==> src/rtl/mdu_pkg.sv <==
// Shared types and constants for the multiply/divide unit.
package mdu_pkg;

  typedef enum logic [1:0] {
    OP_MULT  = 2'b00,
    OP_MULTU = 2'b01,
    OP_DIV   = 2'b10,
    OP_DIVU  = 2'b11
  } mdu_op_e;

  typedef enum logic [1:0] {
    ST_IDLE = 2'b00,
    ST_CALC = 2'b01,
    ST_FIX  = 2'b10
  } mdu_state_e;

  localparam int ITER_COUNT = 32;
  localparam int CNT_W      = $clog2(ITER_COUNT);

  function automatic logic op_is_div(input mdu_op_e op);
    return (op == OP_DIV) || (op == OP_DIVU);
  endfunction

  function automatic logic op_is_signed(input mdu_op_e op);
    return (op == OP_MULT) || (op == OP_DIV);
  endfunction

endpackage

==> src/rtl/mdu_sign_fix.sv <==
// Operand magnitude extraction and result sign restoration (purely combinational).
module mdu_sign_fix
  import mdu_pkg::*;
#(
  parameter int WIDTH = 32
) (
  input  mdu_op_e          mag_op_i,
  input  logic [WIDTH-1:0] a_i,
  input  logic [WIDTH-1:0] b_i,
  output logic [WIDTH-1:0] a_mag_o,
  output logic [WIDTH-1:0] b_mag_o,
  output logic             a_neg_o,
  output logic             b_neg_o,
  input  mdu_op_e          fix_op_i,
  input  logic             fix_a_neg_i,
  input  logic             fix_b_neg_i,
  input  logic [WIDTH-1:0] raw_hi_i,
  input  logic [WIDTH-1:0] raw_lo_i,
  output logic [WIDTH-1:0] res_hi_o,
  output logic [WIDTH-1:0] res_lo_o
);

  logic [2*WIDTH-1:0] prod_neg;

  assign prod_neg = -{raw_hi_i, raw_lo_i};

  // Unsigned ops see their operands unchanged; 0x80000000 negates to itself, i.e. 2^31.
  always_comb begin
    a_neg_o = op_is_signed(mag_op_i) & a_i[WIDTH-1];
    b_neg_o = op_is_signed(mag_op_i) & b_i[WIDTH-1];
    a_mag_o = a_neg_o ? -a_i : a_i;
    b_mag_o = b_neg_o ? -b_i : b_i;
  end

  // Product takes sign a^b; quotient takes a^b, remainder follows the dividend.
  always_comb begin
    res_hi_o = raw_hi_i;
    res_lo_o = raw_lo_i;
    case (fix_op_i)
      OP_MULT: begin
        if (fix_a_neg_i ^ fix_b_neg_i) begin
          res_hi_o = prod_neg[2*WIDTH-1:WIDTH];
          res_lo_o = prod_neg[WIDTH-1:0];
        end
      end
      OP_DIV: begin
        if (fix_a_neg_i ^ fix_b_neg_i) res_lo_o = -raw_lo_i;
        if (fix_a_neg_i)               res_hi_o = -raw_hi_i;
      end
      default: ;
    endcase
  end

endmodule

==> src/rtl/mult_div_unit.sv <==
// Iterative HI/LO multiply/divide unit: one bit per cycle, result after 34 cycles.
//
// state   | meaning
// IDLE    | waiting for start; MTHI/MTLO writes accepted
// CALC    | 32 shift-add / restoring-divide iterations on magnitudes
// FIX     | sign restore, divide-by-zero override, hi/lo update
module mult_div_unit
  import mdu_pkg::*;
#(
  parameter int WIDTH = 32
) (
  input  logic             clk,
  input  logic             rst_n,
  input  logic             start,
  input  logic [1:0]       op,
  input  logic [WIDTH-1:0] rs_data,
  input  logic [WIDTH-1:0] rt_data,
  input  logic             hi_we,
  input  logic             lo_we,
  input  logic [WIDTH-1:0] mt_data,
  output logic             busy,
  output logic             done,
  output logic             div_by_zero,
  output logic [WIDTH-1:0] hi,
  output logic [WIDTH-1:0] lo
);

  mdu_state_e       state_q, state_d;
  logic [CNT_W-1:0] cnt_q, cnt_d;
  mdu_op_e          op_q, op_d;
  logic [WIDTH-1:0] rs_q, rs_d;
  logic             a_neg_q, a_neg_d;
  logic             b_neg_q, b_neg_d;
  logic             b_zero_q, b_zero_d;
  logic [WIDTH-1:0] opnd_q, opnd_d;
  logic [WIDTH-1:0] work_hi_q, work_hi_d;
  logic [WIDTH-1:0] work_lo_q, work_lo_d;
  logic [WIDTH-1:0] hi_q, hi_d;
  logic [WIDTH-1:0] lo_q, lo_d;
  logic             done_q, done_d;
  logic             dbz_q, dbz_d;

  mdu_op_e          op_in;
  logic [WIDTH-1:0] a_mag, b_mag;
  logic             a_neg, b_neg;
  logic [WIDTH-1:0] fix_hi, fix_lo;
  logic [WIDTH:0]   mul_sum;
  logic [WIDTH:0]   div_shift;
  logic [WIDTH:0]   div_trial;

  assign op_in = mdu_op_e'(op);

  mdu_sign_fix #(.WIDTH(WIDTH)) u_sign_fix (
    .mag_op_i    (op_in),
    .a_i         (rs_data),
    .b_i         (rt_data),
    .a_mag_o     (a_mag),
    .b_mag_o     (b_mag),
    .a_neg_o     (a_neg),
    .b_neg_o     (b_neg),
    .fix_op_i    (op_q),
    .fix_a_neg_i (a_neg_q),
    .fix_b_neg_i (b_neg_q),
    .raw_hi_i    (work_hi_q),
    .raw_lo_i    (work_lo_q),
    .res_hi_o    (fix_hi),
    .res_lo_o    (fix_lo)
  );

  // Multiply: {work_hi, work_lo} shifts right, multiplier bits consumed from work_lo[0].
  // Divide: {work_hi, work_lo} shifts left, quotient bits enter at work_lo[0].
  // Remainder stays below the divisor, so the 33-bit trial's top bit is a true borrow.
  assign mul_sum   = {1'b0, work_hi_q} + (work_lo_q[0] ? {1'b0, opnd_q} : '0);
  assign div_shift = {work_hi_q, work_lo_q[WIDTH-1]};
  assign div_trial = div_shift - {1'b0, opnd_q};

  // Next-state, iteration datapath and hi/lo update.
  always_comb begin
    state_d   = state_q;
    cnt_d     = cnt_q;
    op_d      = op_q;
    rs_d      = rs_q;
    a_neg_d   = a_neg_q;
    b_neg_d   = b_neg_q;
    b_zero_d  = b_zero_q;
    opnd_d    = opnd_q;
    work_hi_d = work_hi_q;
    work_lo_d = work_lo_q;
    hi_d      = hi_q;
    lo_d      = lo_q;
    done_d    = 1'b0;
    dbz_d     = 1'b0;
    case (state_q)
      ST_IDLE: begin
        if (start) begin
          state_d   = ST_CALC;
          cnt_d     = CNT_W'(ITER_COUNT - 1);
          op_d      = op_in;
          rs_d      = rs_data;
          a_neg_d   = a_neg;
          b_neg_d   = b_neg;
          b_zero_d  = (rt_data == '0);
          work_hi_d = '0;
          if (op_is_div(op_in)) begin
            opnd_d    = b_mag;
            work_lo_d = a_mag;
          end else begin
            opnd_d    = a_mag;
            work_lo_d = b_mag;
          end
        end else begin
          if (hi_we) hi_d = mt_data;
          if (lo_we) lo_d = mt_data;
        end
      end
      ST_CALC: begin
        if (op_is_div(op_q)) begin
          work_hi_d = div_trial[WIDTH] ? div_shift[WIDTH-1:0] : div_trial[WIDTH-1:0];
          work_lo_d = {work_lo_q[WIDTH-2:0], ~div_trial[WIDTH]};
        end else begin
          work_hi_d = mul_sum[WIDTH:1];
          work_lo_d = {mul_sum[0], work_lo_q[WIDTH-1:1]};
        end
        if (cnt_q == '0) state_d = ST_FIX;
        else             cnt_d   = cnt_q - 1'b1;
      end
      ST_FIX: begin
        state_d = ST_IDLE;
        done_d  = 1'b1;
        if (op_is_div(op_q) && b_zero_q) begin
          hi_d  = rs_q;
          lo_d  = '1;
          dbz_d = 1'b1;
        end else begin
          hi_d = fix_hi;
          lo_d = fix_lo;
        end
      end
      default: state_d = ST_IDLE;
    endcase
  end

  // State and datapath registers; reset discards any operation in flight.
  always_ff @(posedge clk or negedge rst_n) begin
    if (!rst_n) begin
      state_q   <= ST_IDLE;
      cnt_q     <= '0;
      op_q      <= OP_MULT;
      rs_q      <= '0;
      a_neg_q   <= 1'b0;
      b_neg_q   <= 1'b0;
      b_zero_q  <= 1'b0;
      opnd_q    <= '0;
      work_hi_q <= '0;
      work_lo_q <= '0;
      hi_q      <= '0;
      lo_q      <= '0;
      done_q    <= 1'b0;
      dbz_q     <= 1'b0;
    end else begin
      state_q   <= state_d;
      cnt_q     <= cnt_d;
      op_q      <= op_d;
      rs_q      <= rs_d;
      a_neg_q   <= a_neg_d;
      b_neg_q   <= b_neg_d;
      b_zero_q  <= b_zero_d;
      opnd_q    <= opnd_d;
      work_hi_q <= work_hi_d;
      work_lo_q <= work_lo_d;
      hi_q      <= hi_d;
      lo_q      <= lo_d;
      done_q    <= done_d;
      dbz_q     <= dbz_d;
    end
  end

  assign busy        = (state_q != ST_IDLE);
  assign done        = done_q;
  assign div_by_zero = dbz_q;
  assign hi          = hi_q;
  assign lo          = lo_q;

endmodule

==> config.mk <==
export PLATFORM = sky130hd
export DESIGN_NAME = mult_div_unit
export DESIGN_NICKNAME = d
export VERILOG_FILES = /design/src/rtl/mdu_pkg.sv /design/src/rtl/mdu_sign_fix.sv /design/src/rtl/mult_div_unit.sv
export SDC_FILE = /design/constraint.sdc
export NUM_CORES = 1
export LEC_CHECK = 0
export CAP_MARGIN = 20
export CORE_ASPECT_RATIO = 1.5
export CORE_MARGIN = 2
export CORE_UTILIZATION = 39
export CTS_CLUSTER_SIZE = 40
export DETAILED_ROUTE_END_ITERATION = 8
export HOLD_SLACK_MARGIN = 0.15
export PLACE_DENSITY = 0.72
export SYNTH_ARGS = -nofsm -noshare
export SYNTH_HDL_FRONTEND = slang
export SYNTH_SLANG_ARGS = --single-unit
==> constraint.sdc <==
create_clock -name clk -period 3.3 [get_ports clk]
set_input_delay 0.495 -clock clk [delete_from_list [all_inputs] [get_ports clk]]
set_output_delay 0.495 -clock clk [all_outputs]
set_load 0.02 [all_outputs]
# Yosys cells after proc, flatten, opt, wreduce, memory -nomap -nowiden
# Cells that the tools add are included.
# word_totals
regBits,206
latchBits,0
ramBits,0
rom_bits,0
in_bits,103
out_inout_bits,67
wordCells,91
mem_count,0
# classes
addsub,8
mul,0
n_div,0
magnitude_cmp,0
eq_ne,12
n_shift,0
muxes,35
n_bitwise,4
reduce_logical,18
# ops
op,count
$mux W32,20
$pmux W32 S2,6
$neg A32 Y32,4
$neg A64 Y64,1
$add A32 B32 Y33,1
$sub A33 B32 Y33,1
$logic_not A32 Y1,1
$ne A2 B2 Y1 const B,6
$eq A2 B2 Y1 const B,5
$mux W5,2
$pmux W5 S2,1
$reduce_and A3 Y1,3
$logic_not A2 Y1,3
$reduce_and A2 Y1,3
$reduce_bool A2 Y1,3
$logic_not A5 Y1,1
$sub A5 B1 Y5 const B,1
$mux W2,2
$pmux W2 S2,1
$logic_or A1 B1 Y1,3
$mux W1,3
$and A1 B1 Y1,2
$eq A2 B1 Y1 const B,1
$logic_and A1 B1 Y1,1
other kinds (2),2

# Logic depth before layout (Yosys ltp)
# Gate-level depths: netlist of run 1.
# logic_depth
depth_word,7
depth_mapped,14
mapped_depth_nobuf,13

# By module
# A second synthesis of run 1 with hierarchy kept.
# hier_totals
hier_cells,2188
area_unflattened_um2,17165.2
# modules_own_cells
mod,n_inst,cells_each,area_each_um2,seq_area_each_um2
mult_div_unit,1,1721,14136.1,5154.9
mdu_sign_fix,1,467,3029.2,0.0

# Worst setup path after synthesis of run 1
# No wires, ideal clock.
# synth_timing
kind,flip-flop to flip-flop
startpoint,register work_lo_q[0]
endpoint,register work_hi_q[24]
setup_ns,0.142
arrival_ns,2.944
required_ns,3.158
setup_slack_ns,0.213
stages_incl_launch_ff,14
n_path_buf,1
synth_period_minus_slack_ns,3.087
cell_sequence,dfrtp_1 > inv_1 > clkbuf_1 > nor2_1 > ha_1 > o21a_1 > o211ai_1 > a2111o_1 > nand3_1 > a221oi_1 > o221ai_1 > a21oi_1 > xor2_1 > o221ai_1
# synth_between
elab_chain_len,4
# synth_lines
item,line,rtl
start: declaration,mult_div_unit.sv:37,"logic [WIDTH-1:0] work_lo_q, work_lo_d;"
start signal: assignment,mult_div_unit.sv:170,work_lo_q <= work_lo_d;
$mux W32,mult_div_unit.sv:73,"assign mul_sum = {1'b0, work_hi_q} + (work_lo_q[0] ? {1'b0, opnd_q} : '0);"
$add A32 B32 Y33,mult_div_unit.sv:73,
$mux W32,mult_div_unit.sv:117,if (op_is_div(op_q)) begin
$pmux W32 S2,mult_div_unit.sv:93,case (state_q)
end signal: assignment,mult_div_unit.sv:169,work_hi_q <= work_hi_d;
end: declaration,mult_div_unit.sv:36,"logic [WIDTH-1:0] work_hi_q, work_hi_d;"
# No other way between the ends.
# A chain may end at the register's enable or synchronous reset.

# Final worst setup path of run 1
# layout_timing
startpoint,register work_hi_q[0]
endpoint,register work_hi_q[31]
# layout_between
elab_chain_len,4
elab_cells_between_ends,5
cone_classes,2 x add/sub; 3 x mux
# layout_lines
item,line,rtl
$sub A33 B32 Y33,mult_div_unit.sv:75,"assign div_trial = div_shift - {1'b0, opnd_q};"
$mux W32,mult_div_unit.sv:118,work_hi_d = div_trial[WIDTH] ? div_shift[WIDTH-1:0] : div_trial[WIDTH-1:0];
$mux W32 *,mult_div_unit.sv:117,
$pmux W32 S2 *,mult_div_unit.sv:93,
# Every way passes the cells marked *; elsewhere a longest branch is shown, timed or not.

==> key figures, run 1 <==
Run status
  – Status: finished clean

Routing
  – Vias: 17800
  – Post-DR vias/cell: 6.15
  – Routed Antenna Nets: 0
  – WL per Instance: 25.4 um
  – Pre-antenna DRT Iters: 6
  – # DRC: 0
  – Drt total wl: 73.7 mm
  – Initial DRC count: 1678

Finish
  – Finished Layout Cells: 2901
  – P&R area growth vs syn: 29.3%
  – Share of cells above drive strength 1: 14.7%
  – Nets@finish: 2548
  – Fillers: 3951

STA
  – Tmin final: 3300 ps
  – Final Hold Vio Count: 0
  – Period utilisation layout: 99.9%
  – Worst slew pin tran: 858 ps
  – Slew HR: 42.7%
  – RSZ-0062 raised after global routing: yes
  – Final setup fails: 0
  – Clk_skew: 31.0 ps
  – Setup TNS Final: 0 ps
  – Fmax: 0.303 GHz
  – Final Max Tran Viols: 0

Synth
  – Synth cell types: 79
  – Top-area cell type share of the netlist area: 31.9%
  – Async set-reset flop share out of synthesis: 100%
  – Syn_nets: 2228
  – Top area cells in the synthesized netlist: dfrtp_1, o21ai_0, nand2_1, ha_1, a21oi_1
  – Synthesis Warnings: 0
  – Post-synth top area cell: dfrtp_1
  – Synthesized netlist cell count: 2053
  – Mapped Area: 0.0162 mm^2
  – Mapped Avg Cell Area: 7.88 um^2
  – Most used DFF post-synth: dfrtp_1
  – Number of synthesized flops with an enable pin: 0
  – Post-synthesis sequential area ratio: 31.9%
  – Flops & latches, synth: 206

Min path
  – Hold WC Path Type: in2async

Critical path
  – Critical setup path kind: reg2reg
  – R2R Path End: work_hi_q[31]
  – Highest cell delay on the worst timing path: 650 ps
  – Cells along the critical path: buf_4 > ha_1 > nor2b_1 > o31a_1 > o2111ai_1 > o2111ai_1 > a31oi_1 > or4b_2 > o31ai_1 > o31ai_1 > a32oi_1
  – FF-to-FF setup slack: 3 ps
  – CP arrival: 3750 ps
  – R2R depth: 11
  – Crit path capture type: register
  – Slowest CP cell: or4b_2
  – Critical path data required time: 3750 ps
  – CP startpoint kind: register
  – Worst R2R Start: work_hi_q[0]
  – Maximum fanout along the worst path: 5

Floorplan
  – Initial Util: 39.5%
  – I/O Pins: 170
  – Core Region: 0.0410 mm^2
  – Die X-Extent: 170 um
  – Die area: 0.0432 mm^2
  – Die Ht: 253 um
  – Row Count: 91

Global routing
  – Antenna violations before repair: 2
  – GRT overflow: 0
  – GRT Total Usage: 33.5%
  – Vias in the first global route: 17700
  – Largest net degree at the start of global routing: 98
  – First-pass GRT wire length: 108 mm

Clock tree
  – Clock tree sinks: 206
  – Clock slew at reported path FFs: 70 ps
  – Root buf cell: clkbuf_16
  – CTS H-tree lvls: 1
  – Clk_lat worst skew: 560 ps
  – CTS tree: yes
  – Clk buf depth: 3
  – TritonCTS buffer count: 23

Placement
  – Final RePlAce weighted congestion: 1.07
  – Number of buffers added on ports: 169
  – HPWL Detailed: 59.2 mm
  – Placed cell count: 2851

Flow run
  – Max-cap violations: 0

Pwr
  – Pwr dens: 1200 mW/mm^2
  – Leakage: 9.18 nW
  – VDD IR-drop max: 0.486 mV
-- cell usage after synthesis (26+ instances only) --
library cell    n
nand2_1       268
a21oi_1       163
dfrtp_1       206
o22ai_1        54
nor3_1         40
o21ai_0       207
a211oi_1       38
a21o_1         29
xor2_1         86
clkbuf_1      107
mux2i_1        45
inv_1          70
ha_1           70
nor2_1        196
xnor2_1        86
or3_1          26
-- area by class of cell --
class	count	area [um^2]	area share (%)
multi-input cells	1655	10400	49.8
flip-flops and latches	206	5160	24.7
repair buffers	416	3640	17.4
well taps	511	639	3.06
clock buffers	28	634	3.03
inverters	71	269	1.29
clock inverters	13	150	0.718
diodes	1	2.50	0.0120
-- worst max-delay path, delay by kind of cell, from the launching register on --
kind	cells	cell delay, ps
fa+ha+maj	1	270
compound gates	7	1470
buf+inv	1	160
simple gates	2	830
flops	1	450
-- worst max-delay path by stage --
stage | to | depth (start not counted) | startpoint | slack, ps
finish | work_hi_q[31] | 11 | work_hi_q[0] | 3
global route | work_hi_q[31] | 11 | opnd_q[2] | -70
CTS | work_hi_q[0] | 13 | opnd_q[0] | 40
detailed placement | work_lo_q[28] | 12 | rt_data[0] | -300
global placement | opnd_q[30] | 12 | rt_data[0] | -250
floorplan | work_hi_q[24] | 13 | work_lo_q[0] | 210
-- layout by cell type (no fill, tap or decap), types with 14 or more instances in the layout --
master / count
ha_1: 68
buf_4: 237
a21oi_1: 156
dfrtp_1: 203
o21a_1: 14
xnor2_1: 86
o211ai_1: 18
or3_1: 25
inv_1: 69
a31oi_1: 14
o22ai_1: 54
nor2b_1: 14
o31ai_1: 23
nor4_1: 16
a211oi_1: 34
xor2_1: 86
nand3_1: 24
mux2i_1: 45
a22oi_1: 17
clkdlybuf4s50_1: 167
a21o_1: 29
nor2_1: 193
nor3_1: 39
nand2b_1: 19
clkbuf_16: 24
nand2_1: 267
o21ai_0: 204
-- layer usage --
metal,wire (um),GRT usage (%),up-vias
li1,-,-,8027
met1,25200,35.4,8508
met2,35300,57.8,957
met3,4930,4.14,342
met4,8300,30.5,0
met5,0,0,-
-- per-stage QoR --
step	cell area, um^2	hold slack, ps	util [%]	worst slack, ps	total power [W]
floorplan	16200	199	-	213	0.0144
finish	20900	402	51.0	2.56	0.0251
CTS	20700	399	50.6	40.4	0.0243
global route	20900	427	51.0	-72.1	0.0265
detailed placement	19900	409	48.6	-298	0.0215
global placement	19900	405	48.6	-252	0.0213
-- state kept, by name, summed over array words and instances (netlist names) --
signal,flops
a_neg_q,1
cnt_q,5
div_by_zero,1
b_zero_q,1
done,1
opnd_q,32
lo,32
work_lo_q,32
op_q,2
work_hi_q,32
hi,32
rs_q,32
b_neg_q,1
state_q,2
-- power by group --
part,internal (W),switching [W],leakage (nW)
clock network,0.00155,0.00120,0.380
logic,0.00743,0.0102,6.28
registers,0.00372,0.00108,2.52
total,0.0127,0.0125,9.18
-- repair_timing --
action                     4_1_cts  5_1_grt
hold buffers                     1        0
buffers inserted                 0        7
hold endpoints to repair        23        0
pin swaps                        0        2
setup endpoints to repair       27       34
resized for setup                5       25
-- cell families (layout without fill, tap and decap cells) --
family	count (synthesis)	after routing	synth area share (%)
and+or+nand+nor	680	680	19.3
muxes	50	50	3.13
DFF	206	206	31.9
AOI/OAI and AO/OA	681	681	26.2
other	0	1	0
buffers and inverters	192	528	4.49
adders and majority gates	72	72	5.66
xor gates and xnor gates	172	172	9.31
(Power assumes the default switching activity.)
==> run 2, diff against run 1 <==
--- a/config.mk
+++ b/config.mk
@@ -13,6 +13,7 @@
 export DETAILED_ROUTE_END_ITERATION = 8
 export HOLD_SLACK_MARGIN = 0.15
 export PLACE_DENSITY = 0.72
+export RECOVER_POWER = 25
 export SYNTH_ARGS = -nofsm -noshare
 export SYNTH_HDL_FRONTEND = slang
 export SYNTH_SLANG_ARGS = --single-unit
==> run 2 against run 1 <==
Against the previous run: the flow now finishes with violations (max-capacitance violations, max-slew violations); hold slack better by 34 ps; register-to-register slack about the same; sequential cell count unchanged; die area unchanged; design area down 0.10%; clock skew up 1.3 ps; worst setup slack better by 5.8 ps; clock power about the same; clock-buffer cell count unchanged; cell count unchanged; sequential power about the same; critical path type unchanged; critical endpoint unchanged.
==> key figures, run 2 (synthesis results as in run 1) <==
Min path
  – Hold WC Path Type: in2reg

Global routing
  – Largest net degree at the start of global routing: 98
  – Vias in the first global route: 17700
  – First-pass GRT wire length: 108 mm
  – GRT overflow: 0
  – GRT Total Usage: 33.5%
  – Antenna violations before repair: 2

Routing
  – Routed Antenna Nets: 0
  – Initial DRC count: 1709
  – Pre-antenna DRT Iters: 6
  – # DRC: 0
  – Drt total wl: 73.9 mm
  – Post-DR vias/cell: 6.19
  – WL per Instance: 25.5 um
  – Vias: 18000

Critical path
  – Critical path data required time: 3750 ps
  – Slowest CP cell: or4b_2
  – CP startpoint kind: register
  – CP arrival: 3740 ps
  – Worst R2R Start: work_hi_q[0]
  – Maximum fanout along the worst path: 5
  – R2R depth: 11
  – Worst Setup SP: work_hi_q[0]
  – Highest cell delay on the worst timing path: 650 ps
  – Crit path capture type: register
  – FF-to-FF setup slack: 8 ps
  – Critical setup path kind: reg2reg
  – CP endpoint: work_hi_q[31]
  – Cells along the critical path: buf_4 > ha_1 > nor2b_1 > o31a_1 > o2111ai_1 > o2111ai_1 > a31oi_1 > or4b_2 > o31ai_1 > o31ai_1 > a32oi_1
  – R2R Path End: work_hi_q[31]

Finish
  – Commonest non-fill, non-tap cell in the layout: nand2_1
  – Core Util, Final: 51.0%
  – Most frequent cells in the layout: nand2_1, buf_4, o21ai_0
  – Fillers: 3953
  – Design Area, Final: 0.0209 mm^2
  – Share of cells above drive strength 1: 14.7%
  – P&R area growth vs syn: 29.2%
  – Nets@finish: 2548

Placement
  – Final RePlAce weighted congestion: 1.07
  – DP Area: 0.0199 mm^2
  – HPWL Detailed: 59.2 mm
  – Number of buffers added on ports: 169

Pwr
  – VDD IR-drop max: 0.488 mV
  – Sw Share: 49.5%
  – Pwr dens: 1200 mW/mm^2
  – Psw: 0.0125 W
  – Part of the power in registers: 19.1%
  – Leakage: 9.17 nW
  – Clk network pwr share: 10.9%
  – Share of total power in combinational logic: 69.9%
  – Internal Pwr Total: 0.0127 W

STA
  – Final Hold Vio Count: 0
  – Period utilisation layout: 99.7%
  – Final setup fails: 0
  – Setup TNS Final: 0 ps
  – Slew HR: -24.1%
  – RSZ-0062 raised after global routing: yes
  – Fmax: 0.304 GHz
  – Clk_skew: 32.3 ps
  – Worst slew pin tran: 1860 ps
  – Tmin final: 3290 ps
  – Final Max Tran Viols: 27

Clock tree
  – Root buf cell: clkbuf_16
  – TritonCTS buffer count: 23
  – Clk buf depth: 3
  – Clk_lat worst skew: 560 ps
  – CTS H-tree lvls: 1
  – Clock slew at reported path FFs: 70 ps
  – CTS tree: yes
  – Clock tree sinks: 206

Floorplan
  – I/O Pins: 170
  – Die X-Extent: 170 um
  – Die area: 0.0432 mm^2
  – Initial Util: 39.5%
  – Core Region: 0.0410 mm^2
  – Row Count: 91
  – Die Ht: 253 um

Run status
  – Failing checks: max-capacitance violations, max-slew violations
  – Status: finished, violations left

Flow run
  – Max-cap violations: 1
## run 2: cell count changes in the layout (fill, tap and decap cells not counted), sizes merged
cell,before,now
clkbuf,31,32
buf,245,244
## run 2: worst max-delay path, delay by kind of cell (launching register included)
family	cells	cell delay [ps]
AOI/OAI and AO/OA	7	1460
adders and majority gates	1	270
buffers and inverters	1	160
DFF	1	450
and+or+nand+nor	2	830
## run 2: final cells by class
class	instances	area (um^2)	area share, %
repair buffers	416	3620	17.3
flip-flops and latches	206	5160	24.7
multi-input cells	1655	10400	49.9
clock inverters	13	150	0.718
diodes	1	2.50	0.0120
inverters	71	269	1.29
well taps	511	639	3.06
clock buffers	28	634	3.04
## run 2: metrics by stage
step                      setup slack, ps  power (W)  hold WS (ps)  std cells
final                                8.40     0.0251           435       2901
after detailed placement             -298     0.0215           409       2851
after floorplan                       213     0.0144           199       2053
after global routing                -72.1     0.0265           462       2900
after global placement               -252     0.0213           405       2851
after CTS                            40.4     0.0243           399       2893
## run 2: timing repair
item,CTS,global route
endpoints found under the hold margin,23,0
gates resized for setup,5,25
pin swaps,0,2
hold buffers,1,0
buffers inserted,0,7
endpoints found under the setup margin,27,34
## run 2: worst min-delay path by stage
stage / startpoint / to / slack [ps] / cells past startpoint
4_1_cts: rst_n / hi[29] / 400 / 2
3_5_place_dp: rst_n / hi[29] / 410 / 1
3_3_place_gp: rst_n / hi[29] / 410 / 1
6_report: op[1] / opnd_q[12] / 440 / 4
5_1_grt: op[1] / opnd_q[12] / 460 / 4
2_1_floorplan: rst_n / a_neg_q / 200 / 0
## run 2: power groups by stage
stage	registers [W]	logic [W]	clock network (W)
after floorplan	0.00505	0.00936	0
after global placement	0.00476	0.0165	0
after detailed placement	0.00477	0.0167	0
after CTS	0.00475	0.0168	0.00276
after global routing	0.00488	0.0188	0.00285
final	0.00481	0.0176	0.00275
## run 2: layer usage
metal	global-route usage (%)	up-vias	wire, um
li1	-	8031	-
met1	35.4	8596	25400
met2	57.8	988	35500
met3	4.14	346	4800
met4	30.5	0	8190
met5	0	-	0
==> run 3, diff against run 2 <==
--- a/config.mk
+++ b/config.mk
@@ -12,8 +12,10 @@
 export CTS_CLUSTER_SIZE = 40
 export DETAILED_ROUTE_END_ITERATION = 8
 export HOLD_SLACK_MARGIN = 0.15
-export PLACE_DENSITY = 0.72
+export PLACE_DENSITY = 0.71
 export RECOVER_POWER = 25
+export SLEW_MARGIN = 20
 export SYNTH_ARGS = -nofsm -noshare
 export SYNTH_HDL_FRONTEND = slang
+export SYNTH_HIERARCHICAL = 1
 export SYNTH_SLANG_ARGS = --single-unit
==> run 3 against run 2 <==
Against the previous run: the run still ends with max-capacitance violations, max-slew violations left; cell count up 4.9%; largest cell class unchanged; utilization down 1.7 points; first-iteration DRC count down 24%; clock skew down 12 ps; highest routed layer is now met5; critical path depth up 1; area after synthesis up 6.1%; clock-buffer cell count up 2; design area up 2.9%; global-route usage down 6.6 points; maximum frequency up 3.9%.
==> key figures, run 3 <==
Pwr
  – VDD IR-drop max: 0.642 mV
  – Leakage: 9.59 nW
  – Total Power: 0.0237 W
  – Pwr dens: 1100 mW/mm^2

Floorplan
  – Die area: 0.0457 mm^2
  – Die X-Extent: 175 um
  – Initial Util: 39.3%
  – I/O Pins: 170
  – Die Ht: 261 um
  – Row Count: 94
  – Core Region: 0.0436 mm^2

Finish
  – Footprint of the multi-input gates: 0.0113 mm^2
  – Fillers: 4110
  – Finished Layout Cells: 3042
  – Share of cells above drive strength 1: 12.4%
  – # diodes: 0
  – Design Area, Final: 0.0215 mm^2
  – Reg area: 0.00516 mm^2
  – Most frequent cells in the layout: nand2_1, o21ai_0, dfrtp_1
  – Nets@finish: 2627
  – Commonest non-fill, non-tap cell in the layout: nand2_1
  – P&R area growth vs syn: 25.3%

Routing
  – Post-DR vias/cell: 5.73
  – Routed Antenna Nets: 0
  – Initial DRC count: 1307
  – # DRC: 0
  – Pre-antenna DRT Iters: 6
  – WL per Instance: 20.6 um
  – Vias: 17400
  – Drt total wl: 62.7 mm

Critical path
  – Maximum fanout along the worst path: 5
  – CP startpoint kind: register
  – Crit path capture type: register
  – Critical setup path kind: reg2reg
  – Cells along the critical path: inv_1 > ha_1 > a211oi_2 > o21bai_1 > a211oi_2 > o21a_1 > mux2i_1 > and4b_4 > buf_4 > mux2i_1 > nor2_1 > a221o_1
  – Slowest CP cell: dfrtp_1
  – Highest cell delay on the worst timing path: 410 ps
  – Critical path data required time: 3710 ps
  – CP arrival: 3580 ps

Synth
  – Most used DFF post-synth: dfrtp_1
  – Flops & latches, synth: 206
  – Top cells by instance count after synthesis: nand2_1, o21ai_0, dfrtp_1
  – Most frequent cell after synthesis: nand2_1
  – Syn_nets: 2364
  – Top-area cell type share of the netlist area: 30.0%
  – Synthesized netlist cell count: 2188
  – Synthesis Warnings: 6
  – Mapped Avg Cell Area: 7.85 um^2
  – Mapped Area: 0.0172 mm^2
  – Post-synth top area cell: dfrtp_1
  – Async set-reset flop share out of synthesis: 100%
  – Synth cell types: 84
  – Post-synthesis sequential area ratio: 30.0%
  – Number of synthesized flops with an enable pin: 0
  – Top area cells in the synthesized netlist: dfrtp_1, nand2_1, o21ai_0, ha_1, mux2i_1

Run status
  – Status: finished, violations left
  – Failing checks: max-capacitance violations, max-slew violations

Placement
  – Placed cell count: 2998
  – Number of buffers added on ports: 169
  – HPWL Detailed: 49.6 mm
  – DP Area: 0.0206 mm^2
  – Final RePlAce weighted congestion: 1.01

STA
  – Final setup fails: 0
  – Worst slew pin tran: 1980 ps
  – Final Max Tran Viols: 74
  – Slew HR: -32.2%
  – Tmin final: 3170 ps
  – Setup TNS Final: 0 ps
  – Final Hold Vio Count: 0
  – Fmax: 0.316 GHz
  – Period utilisation layout: 96.0%
  – RSZ-0062 raised after global routing: no
  – Clk_skew: 20.7 ps

Global routing
  – First-pass GRT wire length: 96.8 mm
  – Antenna violations before repair: 1
  – GRT Total Usage: 26.9%
  – GRT overflow: 0
  – Vias in the first global route: 17500
  – Largest net degree at the start of global routing: 97

Clock tree
  – Clk_lat worst skew: 540 ps
  – Root buf cell: clkbuf_16
  – CTS tree: yes
  – TritonCTS buffer count: 22
  – Clk buf depth: 3
  – Clock slew at reported path FFs: 70 ps
  – CTS H-tree lvls: 1
  – Clock tree sinks: 206

Min path
  – Hold WC Path Type: reg2reg

Flow run
  – Max-cap violations: 1
-- run 3: logic make-up after synthesis --
group	synth area share, %
buffers and inverters	4.40
adders and majority gates	5.41
xor gates and xnor gates	8.62
and+or+nand+nor	21.9
DFF	30.0
muxes	6.87
AOI/OAI and AO/OA	22.7
-- run 3: critical path, delay by kind of cell, from the launching register on --
family	cells	cell delay [ps]
compound gates	5	1120
mux	2	500
simple gates	2	430
flops	1	410
fa+ha+maj	1	370
buf+inv	2	220
-- run 3: what timing repair did --
action | in CTS | in global routing
hold endpoints to repair | 70 | 0
buffers inserted | 4 | 0
hold buffers | 1 | 0
gates resized for setup | 1 | 6
endpoints found under the setup margin | 11 | 8
pin swaps | 1 | 1
-- run 3: area by class of cell --
| type | count | area share [%] |
|---|---|---|
| clock buffer | 30 | 3.03 |
| clock inverter | 9 | 0.716 |
| inverter | 67 | 1.17 |
| multi-input combinational | 1796 | 52.7 |
| sequential | 206 | 24.0 |
| tap | 576 | 3.35 |
| timing repair buffer | 358 | 15.0 |
-- run 3: metrics by stage --
stage	hold WS, ps	util, %	setup slack [ps]
after global placement	457	47.3	-84.2
after detailed placement	461	47.3	-129
after CTS	477	49.3	12.7
final	476	49.3	132
after floorplan	199	-	193
after global routing	502	49.3	2.18
-- run 3: layer usage --
metal	share of wire, %	track usage, %	wire (um)
met1	38	30.1	23700
met2	52	50.0	32400
met3	4.9	2.71	3100
met4	5.7	14.4	3550
met5	0.021	0	13
-- run 3: final timing paths --
kind,start,endpoint,slack (ps),cells past startpoint
setup reg to reg,opnd_q[25],work_hi_q[12],130,12
max in group asynchronous,rst_n,work_hi_q[8],770,3
hold reg to reg,rs_q[19],rs_q[19],480,2
min in group asynchronous,rst_n,lo[8],1040,2
setup / recovery,opnd_q[25],work_hi_q[12],130,12
hold / removal,rs_q[19],rs_q[19],480,2
-- run 3: power breakdown --
group	total, W	switching, W	internal, W
Sequential	0.00477	0.00104	0.00373
Combinational	0.0162	0.00928	0.00688
Clock	0.00280	0.00111	0.00170
Total	0.0237	0.0114	0.0123
